==> src/rtl/jt10_seq_pkg.sv <==
// Shared definitions for the YM2610 accumulator slot sequencer.
//   SLOTS / CHANNELS : round geometry (4 operator stages x 6 FM channels)
//   stage_e          : operator stage; encoding equals slot/6 so the decode is a cast
//   cfg_t            : per-channel configuration word {alg, rl}
//   ch_code          : channel index 0..5 -> channel code {group, idx}
//   ch_valid         : channel codes 3 and 7 do not exist
//   ch_index         : channel code -> channel index 0..5
package jt10_seq_pkg;

  localparam int SLOTS    = 24;
  localparam int CHANNELS = 6;

  typedef enum logic [1:0] {
    ST_S1 = 2'd0,
    ST_S3 = 2'd1,
    ST_S2 = 2'd2,
    ST_S4 = 2'd3
  } stage_e;

  typedef struct packed {
    logic [2:0] alg;
    logic [1:0] rl;
  } cfg_t;

  localparam cfg_t CFG_RST = '{alg: 3'd0, rl: 2'b11};

  function automatic logic [2:0] ch_code(input logic [2:0] chidx);
    logic [2:0] hi;
    hi = chidx - 3'd3;
    ch_code = (chidx >= 3'd3) ? {1'b1, hi[1:0]} : {1'b0, chidx[1:0]};
  endfunction

  function automatic logic ch_valid(input logic [2:0] code);
    ch_valid = (code[1:0] != 2'b11);
  endfunction

  function automatic logic [2:0] ch_index(input logic [2:0] code);
    ch_index = code[2] ? (3'd3 + {1'b0, code[1:0]}) : {1'b0, code[1:0]};
  endfunction

endpackage

==> src/rtl/jt10_adpcma_buf.sv <==
// ADPCM-A L/R double buffer.
// A sample accepted through the valid/ready handshake waits in the pending
// buffer; on the round boundary it moves to the output buffer so the
// accumulator sees one value for the whole round.
//   clk, rst_n        : clock, asynchronous active-low reset
//   round_xfer        : high on the edge that wraps slot 23 -> 0
//   in_valid/in_ready : handshake; in_ready = pending buffer empty
//   l_in, r_in        : offered sample
//   l_out, r_out      : round-stable sample
// Optional (JT10_ACC_SEQ_UNDERRUN_EN):
//   underrun_clr      : synchronous counter clear, wins over increment
//   underrun_cnt      : saturating count of rounds with no fresh sample
module jt10_adpcma_buf #(
  parameter int AW  = 16
`ifdef JT10_ACC_SEQ_UNDERRUN_EN
  ,
  parameter int UCW = 8
`endif
) (
  input  logic                 clk,
  input  logic                 rst_n,
  input  logic                 round_xfer,
  input  logic                 in_valid,
  output logic                 in_ready,
  input  logic signed [AW-1:0] l_in,
  input  logic signed [AW-1:0] r_in,
`ifdef JT10_ACC_SEQ_UNDERRUN_EN
  input  logic                 underrun_clr,
  output logic [UCW-1:0]       underrun_cnt,
`endif
  output logic signed [AW-1:0] l_out,
  output logic signed [AW-1:0] r_out
);

  logic                 pend_full_q, pend_full_d;
  logic signed [AW-1:0] pl_q, pl_d, pr_q, pr_d;
  logic signed [AW-1:0] ol_q, ol_d, or_q, or_d;
  logic                 accept;

  assign in_ready = ~pend_full_q;
  assign accept   = in_valid & ~pend_full_q;

  // A transfer needs pend_full=1 while an accept needs pend_full=0, so the
  // two branches below never fire on the same edge.
  always_comb begin
    pend_full_d = pend_full_q;
    pl_d        = pl_q;
    pr_d        = pr_q;
    ol_d        = ol_q;
    or_d        = or_q;
    if (round_xfer && pend_full_q) begin
      ol_d        = pl_q;
      or_d        = pr_q;
      pend_full_d = 1'b0;
    end
    if (accept) begin
      pl_d        = l_in;
      pr_d        = r_in;
      pend_full_d = 1'b1;
    end
  end

  always_ff @(posedge clk or negedge rst_n) begin
    if (!rst_n) begin
      pend_full_q <= 1'b0;
      pl_q        <= '0;
      pr_q        <= '0;
      ol_q        <= '0;
      or_q        <= '0;
    end else begin
      pend_full_q <= pend_full_d;
      pl_q        <= pl_d;
      pr_q        <= pr_d;
      ol_q        <= ol_d;
      or_q        <= or_d;
    end
  end

  assign l_out = ol_q;
  assign r_out = or_q;

`ifdef JT10_ACC_SEQ_UNDERRUN_EN
  logic [UCW-1:0] ucnt_q, ucnt_d;

  always_comb begin
    ucnt_d = ucnt_q;
    if (underrun_clr) begin
      ucnt_d = '0;
    end else if (round_xfer && !pend_full_q && (ucnt_q != '1)) begin
      ucnt_d = ucnt_q + 1'b1;
    end
  end

  always_ff @(posedge clk or negedge rst_n) begin
    if (!rst_n) ucnt_q <= '0;
    else        ucnt_q <= ucnt_d;
  end

  assign underrun_cnt = ucnt_q;
`endif

endmodule

==> src/rtl/jt10_acc_seq.sv <==
// Slot sequencer and configuration holder for the YM2610 accumulator.
// Walks the 24-slot round (stage order S1,S3,S2,S4; channels 0,1,2,4,5,6
// within each stage) and presents registered per-slot controls, the channel
// config {alg, rl} and a round-stable ADPCM-A sample.
//   clk, rst_n          : clock, asynchronous active-low reset
//   clk_en              : slot advance enable
//   cfg_we/ch/alg/rl    : per-channel config write (any clk edge)
//   adpcma_valid/ready  : sample handshake; adpcma_l_in/r_in offered sample
//   adpcma_l/r          : sample for the accumulator, changes at round start
//   zero, cur_ch        : first-slot flag, current channel code
//   s1..s4_enters       : one-hot operator stage
//   alg, rl             : config of cur_ch
//   snd_valid           : one-clk pulse on the 23 -> 0 edge
// Build option JT10_ACC_SEQ_UNDERRUN_EN adds underrun_clr / underrun_cnt.
module jt10_acc_seq
  import jt10_seq_pkg::*;
#(
  parameter int AW  = 16,
  parameter int UCW = 8
) (
  input  logic                 clk,
  input  logic                 rst_n,
  input  logic                 clk_en,
  input  logic                 cfg_we,
  input  logic [2:0]           cfg_ch,
  input  logic [2:0]           cfg_alg,
  input  logic [1:0]           cfg_rl,
  input  logic                 adpcma_valid,
  output logic                 adpcma_ready,
  input  logic signed [AW-1:0] adpcma_l_in,
  input  logic signed [AW-1:0] adpcma_r_in,
  output logic signed [AW-1:0] adpcma_l,
  output logic signed [AW-1:0] adpcma_r,
`ifdef JT10_ACC_SEQ_UNDERRUN_EN
  input  logic                 underrun_clr,
  output logic [UCW-1:0]       underrun_cnt,
`endif
  output logic                 zero,
  output logic [2:0]           cur_ch,
  output logic                 s1_enters,
  output logic                 s2_enters,
  output logic                 s3_enters,
  output logic                 s4_enters,
  output logic [2:0]           alg,
  output logic [1:0]           rl,
  output logic                 snd_valid
);

  logic [4:0] slot_q, slot_d;
  logic       zero_q, zero_d;
  logic [2:0] cur_ch_q, cur_ch_d;
  logic [3:0] enters_q, enters_d;   // {s4, s3, s2, s1}
  logic [2:0] alg_q, alg_d;
  logic [1:0] rl_q, rl_d;
  logic       snd_valid_q, snd_valid_d;
  cfg_t       cfg_q [CHANNELS];
  cfg_t       cfg_d [CHANNELS];

  logic [4:0] nslot, nquot;
  logic [2:0] nchidx;
  stage_e     nstage;
  logic       last_slot;

  assign last_slot = (slot_q == 5'(SLOTS - 1));

  always_comb begin
    slot_d      = slot_q;
    zero_d      = zero_q;
    cur_ch_d    = cur_ch_q;
    enters_d    = enters_q;
    alg_d       = alg_q;
    rl_d        = rl_q;
    snd_valid_d = 1'b0;
    cfg_d       = cfg_q;

    nslot  = last_slot ? 5'd0 : slot_q + 5'd1;
    nquot  = nslot / 5'd6;
    nchidx = 3'(nslot % 5'd6);
    nstage = stage_e'(nquot[1:0]);

    if (cfg_we && ch_valid(cfg_ch)) begin
      cfg_d[ch_index(cfg_ch)] = '{alg: cfg_alg, rl: cfg_rl};
    end

    if (clk_en) begin
      slot_d      = nslot;
      zero_d      = (nslot == 5'd0);
      cur_ch_d    = ch_code(nchidx);
      // Reading cfg_d rather than cfg_q bypasses a write landing on this edge.
      alg_d       = cfg_d[nchidx].alg;
      rl_d        = cfg_d[nchidx].rl;
      snd_valid_d = last_slot;
      case (nstage)
        ST_S1:   enters_d = 4'b0001;
        ST_S3:   enters_d = 4'b0100;
        ST_S2:   enters_d = 4'b0010;
        ST_S4:   enters_d = 4'b1000;
        default: enters_d = 4'b0001;
      endcase
    end
  end

  always_ff @(posedge clk or negedge rst_n) begin
    if (!rst_n) begin
      slot_q      <= '0;
      zero_q      <= 1'b1;
      cur_ch_q    <= '0;
      enters_q    <= 4'b0001;
      alg_q       <= CFG_RST.alg;
      rl_q        <= CFG_RST.rl;
      snd_valid_q <= 1'b0;
      for (int i = 0; i < CHANNELS; i++) cfg_q[i] <= CFG_RST;
    end else begin
      slot_q      <= slot_d;
      zero_q      <= zero_d;
      cur_ch_q    <= cur_ch_d;
      enters_q    <= enters_d;
      alg_q       <= alg_d;
      rl_q        <= rl_d;
      snd_valid_q <= snd_valid_d;
      cfg_q       <= cfg_d;
    end
  end

  assign zero      = zero_q;
  assign cur_ch    = cur_ch_q;
  assign s1_enters = enters_q[0];
  assign s2_enters = enters_q[1];
  assign s3_enters = enters_q[2];
  assign s4_enters = enters_q[3];
  assign alg       = alg_q;
  assign rl        = rl_q;
  assign snd_valid = snd_valid_q;

  jt10_adpcma_buf #(
    .AW  (AW)
`ifdef JT10_ACC_SEQ_UNDERRUN_EN
    ,
    .UCW (UCW)
`endif
  ) u_buf (
    .clk          (clk),
    .rst_n        (rst_n),
    .round_xfer   (clk_en & last_slot),
    .in_valid     (adpcma_valid),
    .in_ready     (adpcma_ready),
    .l_in         (adpcma_l_in),
    .r_in         (adpcma_r_in),
`ifdef JT10_ACC_SEQ_UNDERRUN_EN
    .underrun_clr (underrun_clr),
    .underrun_cnt (underrun_cnt),
`endif
    .l_out        (adpcma_l),
    .r_out        (adpcma_r)
  );

endmodule

==> config.mk <==
export PLATFORM = sky130hd
export DESIGN_NAME = jt10_acc_seq
export DESIGN_NICKNAME = d
export VERILOG_FILES = /design/src/rtl/jt10_seq_pkg.sv /design/src/rtl/jt10_adpcma_buf.sv /design/src/rtl/jt10_acc_seq.sv
export SDC_FILE = /design/constraint.sdc
export NUM_CORES = 1
export LEC_CHECK = 0
export CAP_MARGIN = 20
export CELL_PAD_IN_SITES_DETAIL_PLACEMENT = 0
export CELL_PAD_IN_SITES_GLOBAL_PLACEMENT = 1
export CORE_ASPECT_RATIO = 1.75
export CORE_MARGIN = 2
export CORE_UTILIZATION = 25
export CTS_BUF_LIST = sky130_fd_sc_hd__clkbuf_2
export DETAILED_ROUTE_END_ITERATION = 16
export HOLD_SLACK_MARGIN = 0.08
export PLACE_DENSITY = 0.62
export SETUP_SLACK_MARGIN = 0.1
export SYNTH_ARGS = -nofsm -noshare
export SYNTH_HDL_FRONTEND = slang
export SYNTH_HIERARCHICAL = 1
export SYNTH_SLANG_ARGS = --single-unit
export TNS_END_PERCENT = 5
==> constraint.sdc <==
create_clock -name clk -period 11.6 [get_ports clk]
set_clock_uncertainty 0.05 [all_clocks]
set_input_delay 2.32 -clock clk [delete_from_list [all_inputs] [get_ports clk]]
set_output_delay 2.32 -clock clk [all_outputs]
set_load 0.02 [all_outputs]
Word-level counts from Yosys, hierarchy flattened --
Cells that the tools add are included.
Storage, ports and cells: bits in registers 114, input bits 45, output and inout port bits 47, logic and storage cells 63
Cells by class: add/subtract/negate cells 3, divide/modulo/power cells 2, $lt $le $gt $ge 4, equal/unequal tests 5, muxes and demuxes 14, bitwise gates (word level) 5, reductions and logical operators 6
Operators by type and width (number):
- $bwmux W30 | 1
- $mux W30 | 1
- $mux W5 | 4
- $pmux W4 S4 | 1
- $bmux W5 S3 | 1
- $demux W5 S3 | 1
- $ge A4 B4 Y1 const B | 2
- $not A3 Y4 | 2
- $mux W3 | 2
- $add A5 B1 Y5 const B | 1
- $div A5 B3 Y5 const B | 1
- $eq A5 B5 Y1 const B | 1
- $logic_not A5 Y1 | 1
- $mod A5 B3 Y5 const B | 1
- $eq A2 B2 Y1 const B | 2
- $lt A4 B1 Y1 const B | 1
- $add A2 B2 Y3 const A | 1
- $ge A3 B2 Y1 const B | 1
- $logic_and A1 B1 Y1 | 3
- $mux W1 | 3
- $and A1 B1 Y1 | 2
- $eq A2 B1 Y1 const B | 1
- $logic_not A2 Y1 | 1
- $ne A2 B2 Y1 const B | 1
- 3 further kinds | 3

Depth between registers and ports, before layout --
Gate-level depths: netlist (run 1).
depth after elaboration 12, mapped depth 18, mapped depth without buffers 17

By module --
Netlist (run 1), hierarchy kept.
Modules (own cells, without submodules):
- jt10_acc_seq | instances 1, cells an instance 244, area each 2723.9 sq um, seq. area each 1246.2 sq um
- jt10_adpcma_buf | instances 1, cells an instance 140, area each 2422.3 sq um, seq. area each 1626.6 sq um

Least setup slack after synthesis (run 1) --
OpenSTA, ideal clock, no wires.
path type input to register, start in cfg_ch[1], end reg alg_q[0], in the netlist alg[0], library setup time 142 ps, arrival 3874 ps, data required time 11408 ps, slack 7534 ps, stages on the path 8, buffers on the path 0, cell sequence inv_1 ha_1 nand2_1 nor3_1 mux2_2 nand2b_1 o2111ai_1 o221ai_1
RTL lines:
- from (decl) | RTL line jt10_acc_seq.sv:25 | input logic [2:0] cfg_ch,
- to (signal assigned) | RTL line jt10_acc_seq.sv:109 | alg_q <= CFG_RST.alg;
- to (signal assigned) | RTL line jt10_acc_seq.sv:118 | alg_q <= alg_d;
- to (decl) | RTL line jt10_acc_seq.sv:53 | logic [2:0] alg_q, alg_d;

Worst setup path in the final report (run 1) --
start reg slot_q[1], end reg cur_ch_q[2], in the netlist cur_ch[2]
Between the ends: cells in the longest elaborated chain, start to end 5, elaborated cells on any way between the ends 6, those cells by class add/sub (1); div (1); order compare (1); eq/ne (1); mux (2)
Ends and longest elaborated chain:
- from (decl) | RTL line jt10_acc_seq.sv:49 | logic [4:0] slot_q, slot_d;
- from (signal assigned) | RTL line jt10_acc_seq.sv:114 | slot_q <= slot_d;
- $add A5 B1 Y5 / $eq A5 B5 Y1 (equally long branches) | RTL line jt10_acc_seq.sv:76, jt10_acc_seq.sv:64
- $mux W5 (*) | RTL line jt10_acc_seq.sv:76 | nslot = last_slot ? 5'd0 : slot_q + 5'd1;
- $mod A5 B3 Y5 (*) | RTL line jt10_acc_seq.sv:78 | nchidx = 3'(nslot % 5'd6);
- $ge A3 B2 Y1 (*) | RTL line jt10_seq_pkg.sv:30 | ch_code = (chidx >= 3'd3) ? {1'b1, hi[1:0]} : {1'b0, chidx[1:0]};
- $mux W3 (*) | RTL line jt10_seq_pkg.sv:30
- to (signal assigned) | RTL line jt10_acc_seq.sv:116 | cur_ch_q <= cur_ch_d;
- to (decl) | RTL line jt10_acc_seq.sv:51 | logic [2:0] cur_ch_q, cur_ch_d;
Mark *: on every way between the ends. The rest lies on a longest branch, timed or not. A chain may end at the register's enable or synchronous reset.

==> qor.yml, run 1 <==
total_power_mw: 1.89
synth_edf_count: 0
r2r-start: "slot_q[1]"
crit_fanout: 10
dpl-instance-area_sq_um: 6290
vias: 3383
setup_viol: 0
detail-route-antenna-nets: 0
netlist.area_leader.share_pct: 47.7
fin_crit_ns: 4.45
cp.required_ns: 12.12
yosysUniqueCellTypes: 48
cts_hold_buf: 0
r2r_slack_ns: 7.15
worst_slack_ns: 7.15
clock-sinks: 114
grt_pass1_wl_um: 19500
dp_hpwl_um: 8530
ir_drop_mv: 0.127
clkTransAtPathRegs_ns: 0.18
start_util_pct: 25.4
syn_area_per_cell_sq_um: 13.4
hold_viol_final: 0
first_pass_iters: 4
cts_tree: "yes"
holdPathEnd: "enters_q[0]"
syn-num-nets: 435
die_y_um: 194
grtUsageTotal_pct: 11.6
hp-class: "reg2reg"
grt_remaining_overflow: 0
grt_pass1_vias: 3646
cap_violations: 0
hold_depth: 1
io_buffers: 91
worst_pin_slew_ns: 0.984
wl_per_cell_um: 16.2
slew_headroom_pct: 34.3
place_congestion: 0.786
p_leak_nw: 2.77
syn_inst: 384
end_kind: "register"
dp_cells: 708
grt_max_degree: 85
drive_gt1_share_pct: 30.8
final_cell_area_sq_um: 6550
ys_seq_area_share_pct: 55.8
rows: 69
hold_start: "enters_q[0]"
setup_tns_ns: 0
fmax_mhz: 225
synth_area_leaders: "dfrtp_1 (48%), mux2_2 (21%), dfstp_2 (8.2%), mux2i_1 (2.5%), ha_1 (1.5%)"
clock_path_buffers: 2
syn_area_sq_um: 5150
cts_setup_buffers: 0
cts-root-buf: "clkbuf_2"
post-route-period-util_pct: 38.3
status: "finished, final reports clean"
layout.nets: 531
die_w_um: 112
post-synth-top-area-cell: "dfrtp_1"
ys_seq_elements: 114
rr_worst_depth: 17
finalWirelength_um: 12000
core_sq_um: 20300
antenna_found_initial: 1
io_pins: 92
drc: 0
dp_slack_ns: 6.59
cts_buffers: 17
async_flop_share_pct: 100
synthFlopType: "dfrtp_1"
slew_violations: 0
avgViaCountPerCell: 4.56
clock_latency_ns: 0.69
die_area_sq_um: 21800
path_class: "reg2reg"
yosysWarnings: 6
fin_cells: 742
area_growth_pct: 27.3
drt_iter0_markers: 131
cts_max_level: 4
rr_endpoint: "cur_ch[2]"
worstPathArrival_ns: 4.96
cp-start-kind: "register"
cts_resized: 0
powerDensity_nw_per_um2: 289
rsz0062_at_grt: "no"
## sequential cells by signal, indices dropped and copies added, names as in the netlist
register	cells
cfg_q	30
u_buf/l_out	16
u_buf/pl_q	16
u_buf/pr_q	16
u_buf/r_out	16
slot_q	5
enters_q	4
alg	3
cur_ch	3
rl	2
snd_valid	1
u_buf/pend_full_q	1
zero	1
## final cells by class
cell class / count / area [sq um]
Multi-Input combinational cell: 238 / 2120
Sequential cell: 114 / 2870
Clock inverter: 15 / 141
Antenna cell: 1 / 2.50
Clock buffer: 17 / 85.1
Inverter: 13 / 48.8
Tap cell: 248 / 310
Fill cell: 2044 / 13700
Timing Repair Buffer: 96 / 966
## layer usage
metal | global-route usage [%] | vias to the layer above | share of wire (%)
met1 | 12.4 | 1706 | 38
met2 | 20.8 | 86 | 55
met5 | 0 | - | 0
li1 | - | 1571 | -
met4 | 5.51 | 0 | 2.7
met3 | 3.41 | 20 | 4.1
## worst max-delay path, cell delays in order (launching register included)
cell      delay [ns]
dfrtp_1         0.52
ha_1            0.45
inv_1           0.16
o32ai_1         0.29
a31oi_1         0.11
ha_1            0.29
o311ai_0        0.14
nand2_1         0.21
xor2_1          0.24
ha_1            0.25
a221oi_4        0.48
xor2_4          0.32
inv_1           0.12
ha_1            0.23
nor2_1          0.11
mux2i_1         0.13
a21oi_1         0.16
a21oi_1         0.08
## placed cells by master, fill, tap and decap left out, types with 3 or more instances in the layout
cell type        synthesis  final
dfrtp_1                 98     98
mux2_2                  97     97
clkdlybuf4s50_1          0     90
nand2_1                 18     18
clkbuf_2                 0     17
nor2_1                  16     16
dfstp_2                 16     16
inv_1                   13     13
mux2i_1                 13     13
nand2b_1                 8      8
nand3_1                  6      6
ha_1                     6      6
mux2_1                   5      5
o2111ai_1                5      5
o221ai_1                 5      5
o2bb2ai_1                5      5
buf_4                    0      5
xnor2_1                  4      4
a21oi_1                  4      4
clkinv_2                 0      4
and2_1                   3      3
o21ai_0                  3      3
a31oi_1                  3      3
nor2b_1                  4      3
clkinv_1                 0      3
## kinds of logic (layout without fill, tap and decap cells)
kind of cell | Yosys count | after routing | share of synthesized area (%)
compound gates | 41 | 41 | 6.32
xor+xnor | 7 | 7 | 1.56
fa+ha+maj | 6 | 6 | 1.46
buf+inv | 32 | 141 | 3.09
simple gates | 68 | 68 | 6.61
flops | 114 | 114 | 55.8
mux | 116 | 116 | 25.1
other cells | 0 | 1 | 0
## per-stage QoR
| step | utilization, % | hold slack, ns |
|---|---|---|
| final | 32.3 | 0.447 |
| after global routing | 32.3 | 0.457 |
| after floorplan | - | 0.416 |
| after global placement | 31.0 | 0.423 |
| after detailed placement | 31.0 | 0.422 |
| after CTS | 32.1 | 0.450 |
## how the worst max path moves through the flow
stage	startpoint	endpoint	slack [ns]	cells past startpoint
finish	slot_q[1]	cur_ch[2]	7.15	17
global route	slot_q[1]	cur_ch[2]	6.66	17
CTS	slot_q[0]	cur_ch[2]	7.14	17
detailed placement	cfg_ch[0]	alg[0]	6.59	8
global placement	cfg_ch[0]	alg[0]	6.59	8
floorplan	cfg_ch[1]	alg[0]	7.53	8
## cell usage after synthesis, drive strengths merged, types with 2 or more instances
| cell | n |
|---|---|
| nand2 | 18 |
| a21oi | 4 |
| mux2 | 103 |
| dfstp | 16 |
| dfrtp | 98 |
| o2bb2ai | 5 |
| nand2b | 8 |
| nor2 | 16 |
| ha | 6 |
| nor3b | 2 |
| nand3 | 6 |
| nand3b | 2 |
| inv | 13 |
| xor2 | 3 |
| buf | 12 |
| o32ai | 2 |
| and2 | 3 |
| nor2b | 4 |
| o21ai | 5 |
| nor3 | 2 |
| and3 | 2 |
| clkbuf | 7 |
| a31oi | 3 |
| a221oi | 3 |
| mux2i | 13 |
| o2111ai | 5 |
| o221ai | 5 |
| xnor2 | 4 |
| a21o | 2 |
## report_power, final
| part | switching (mW) | internal [mW] | total, mW |
|---|---|---|---|
| combinational | 0.512 | 0.462 | 0.974 |
| sequential | 0.0948 | 0.567 | 0.662 |
| clock | 0.163 | 0.0968 | 0.259 |
No activity file was read; power rests on OpenSTA's default activity.
==> run 2: changes to the inputs <==
==> constraint.sdc (replaced) <==
create_clock -name clk -period 4.4 [get_ports clk]
set_clock_uncertainty 0.05 [all_clocks]
set_input_delay 0.88 -clock clk [delete_from_list [all_inputs] [get_ports clk]]
set_output_delay 0.88 -clock clk [all_outputs]
set_load 0.02 [all_outputs]
==> run 2 against run 1 <==
Net effect: die area is the same; highest routed layer unchanged; wire length grew 1.7%; largest cell class unchanged; via count shrank 0.74%; non-clock buffer count grew 4; cell area grew 1.0%; hold slack lost 0.24 ns.
==> qor.yml, run 2 (synthesis results as in run 1) <==
status: "finished, final reports clean"
drt_iter0_markers: 143
setup_tns_ns: 0
setup_viol: 0
slew_headroom_pct: 32.5
clock_latency_ns: 0.68
detail-route-antenna-nets: 0
die_y_um: 194
drc: 0
hold_viol_final: 0
clock_path_buffers: 2
ir_drop_mv: 0.379
rr_worst_depth: 17
grt_pass1_vias: 3702
io_buffers: 91
post-route-period-util_pct: 87.9
fin_crit_ns: 3.87
vias: 3358
first_pass_iters: 6
worst_pin_slew_ns: 1.01
worstPathArrival_ns: 4.41
crit_path_top_delay_cell: "dfrtp_2"
fmax_mhz: 259
largest-register: "cfg_q"
cap_violations: 0
critical_path.max_stage_delay_ns: 0.48
crit_fanout: 10
grtUsageTotal_pct: 11.8
hp-class: "in2async"
r2r-start: "slot_q[1]"
start_util_pct: 25.4
slew_violations: 0
grt_remaining_overflow: 0
grt_max_degree: 62
most-common-layout-cells: "mux2_2 (97), dfrtp_1 (96), clkdlybuf4s50_1 (90), nand2_1 (18), clkbuf_2 (17)"
fillers: 1992
place_congestion: 0.816
rsz0062_at_grt: "no"
utilization_pct: 32.6
cts_buffers: 17
crit_chain: "ha_2 > inv_1 > o32ai_1 > a31oi_1 > ha_1 > o311ai_0 > nand2_1 > xor2_1 > ha_1 > a221oi_4 > xor2_4 > inv_1 > ha_1 > nor2_1 > mux2i_1 > a21oi_1 > a21oi_1"
io_pins: 92
rr_endpoint: "cur_ch[2]"
area_growth_pct: 28.6
cts_hold_buf: 0
clkTransAtPathRegs_ns: 0.19
cts_setup_buffers: 0
path_common_cell: "ha_1"
end_kind: "register"
cts_tree: "yes"
cts_max_level: 4
layout.nets: 535
path_class: "reg2reg"
cts_resized: 0
core_sq_um: 20300
cp-start-kind: "register"
r2r_slack_ns: 0.53
startpoint: "slot_q[1]"
clock-sinks: 114
powerDensity_nw_per_um2: 792
final_common_cell: "mux2_2"
rows: 69
largest_reg_flops: 30
avgViaCountPerCell: 4.50
drive_gt1_share_pct: 32.4
cp.required_ns: 4.94
p_leak_nw: 2.80
wl_per_cell_um: 16.4
grt_pass1_wl_um: 19800
hold_ws_ns: 0.205
die_area_sq_um: 21800
die_w_um: 112
finalWirelength_um: 12300
cts-root-buf: "clkbuf_2"
dp_hpwl_um: 8980
antenna_found_initial: 1
==> run 2: changes by cell type in the layout (fill, tap and decap cells not counted), moves of 2 or more <==
cell       change
bufinv_16      +2
buf_4          +5
dfrtp_1        -2
dfrtp_2        +2
==> run 2: worst max path at each step <==
stage                     end  slack [ns]
detailed placement  cur_ch[2]        0.41
global placement    cur_ch[2]        0.61
finish              cur_ch[2]        0.53
global route        cur_ch[2]        0.14
floorplan           cur_ch[2]        0.69
CTS                    alg[1]        0.32
==> run 2: cell type report <==
type                       count  area (sq um)  area share (%)
inverter                      13          48.8           0.738
tap                          248           310            4.69
antenna                        1          2.50          0.0378
clock buffer                  17          85.1            1.29
sequential                   114          2880            43.5
clock inverter                15           190            2.87
multi-input combinational    238          2130            32.2
timing repair buffer         100           976            14.8
==> run 2: metrics by stage <==
| stage | instances | power [mW] | cell area (sq um) | worst slack, ns |
|---|---|---|---|---|
| detailed placement | 713 | 4.47 | 6330 | 0.406 |
| CTS | 745 | 5.29 | 6610 | 0.318 |
| finish | 746 | 5.24 | 6620 | 0.533 |
| global route | 746 | 5.65 | 6620 | 0.141 |
| global placement | 713 | 4.37 | 6330 | 0.606 |
| floorplan | 384 | 3.59 | 5150 | 0.692 |
==> run 2: critical path: cells and delay by family (launching register included) <==
kind                     cells  cell delay, ns
flip-flops                   1            0.48
multiplexers                 1            0.29
XOR/XNOR                     2            0.35
adder cells (fa/ha/maj)      4            1.03
AND/OR/NAND/NOR              2            0.27
buffers and inverters        2            0.21
AO/OA/AOI/OAI                6            1.10
==> run 2: where the power goes <==
part           internal, mW  switching, mW  total, mW  leakage (nW)
Combinational          1.30           1.41       2.71          1.24
Clock                 0.370          0.409      0.779         0.163
Sequential             1.50          0.255       1.75          1.40
==> run 2: layer usage <==
metal / vias to the layer above / wire [um] / track usage, %
met2: 71 / 6930 / 21.4
met5: - / 0 / 0
met3: 9 / 512 / 3.31
met4: 0 / 170 / 4.97
li1: 1579 / - / -
met1: 1699 / 4640 / 12.5
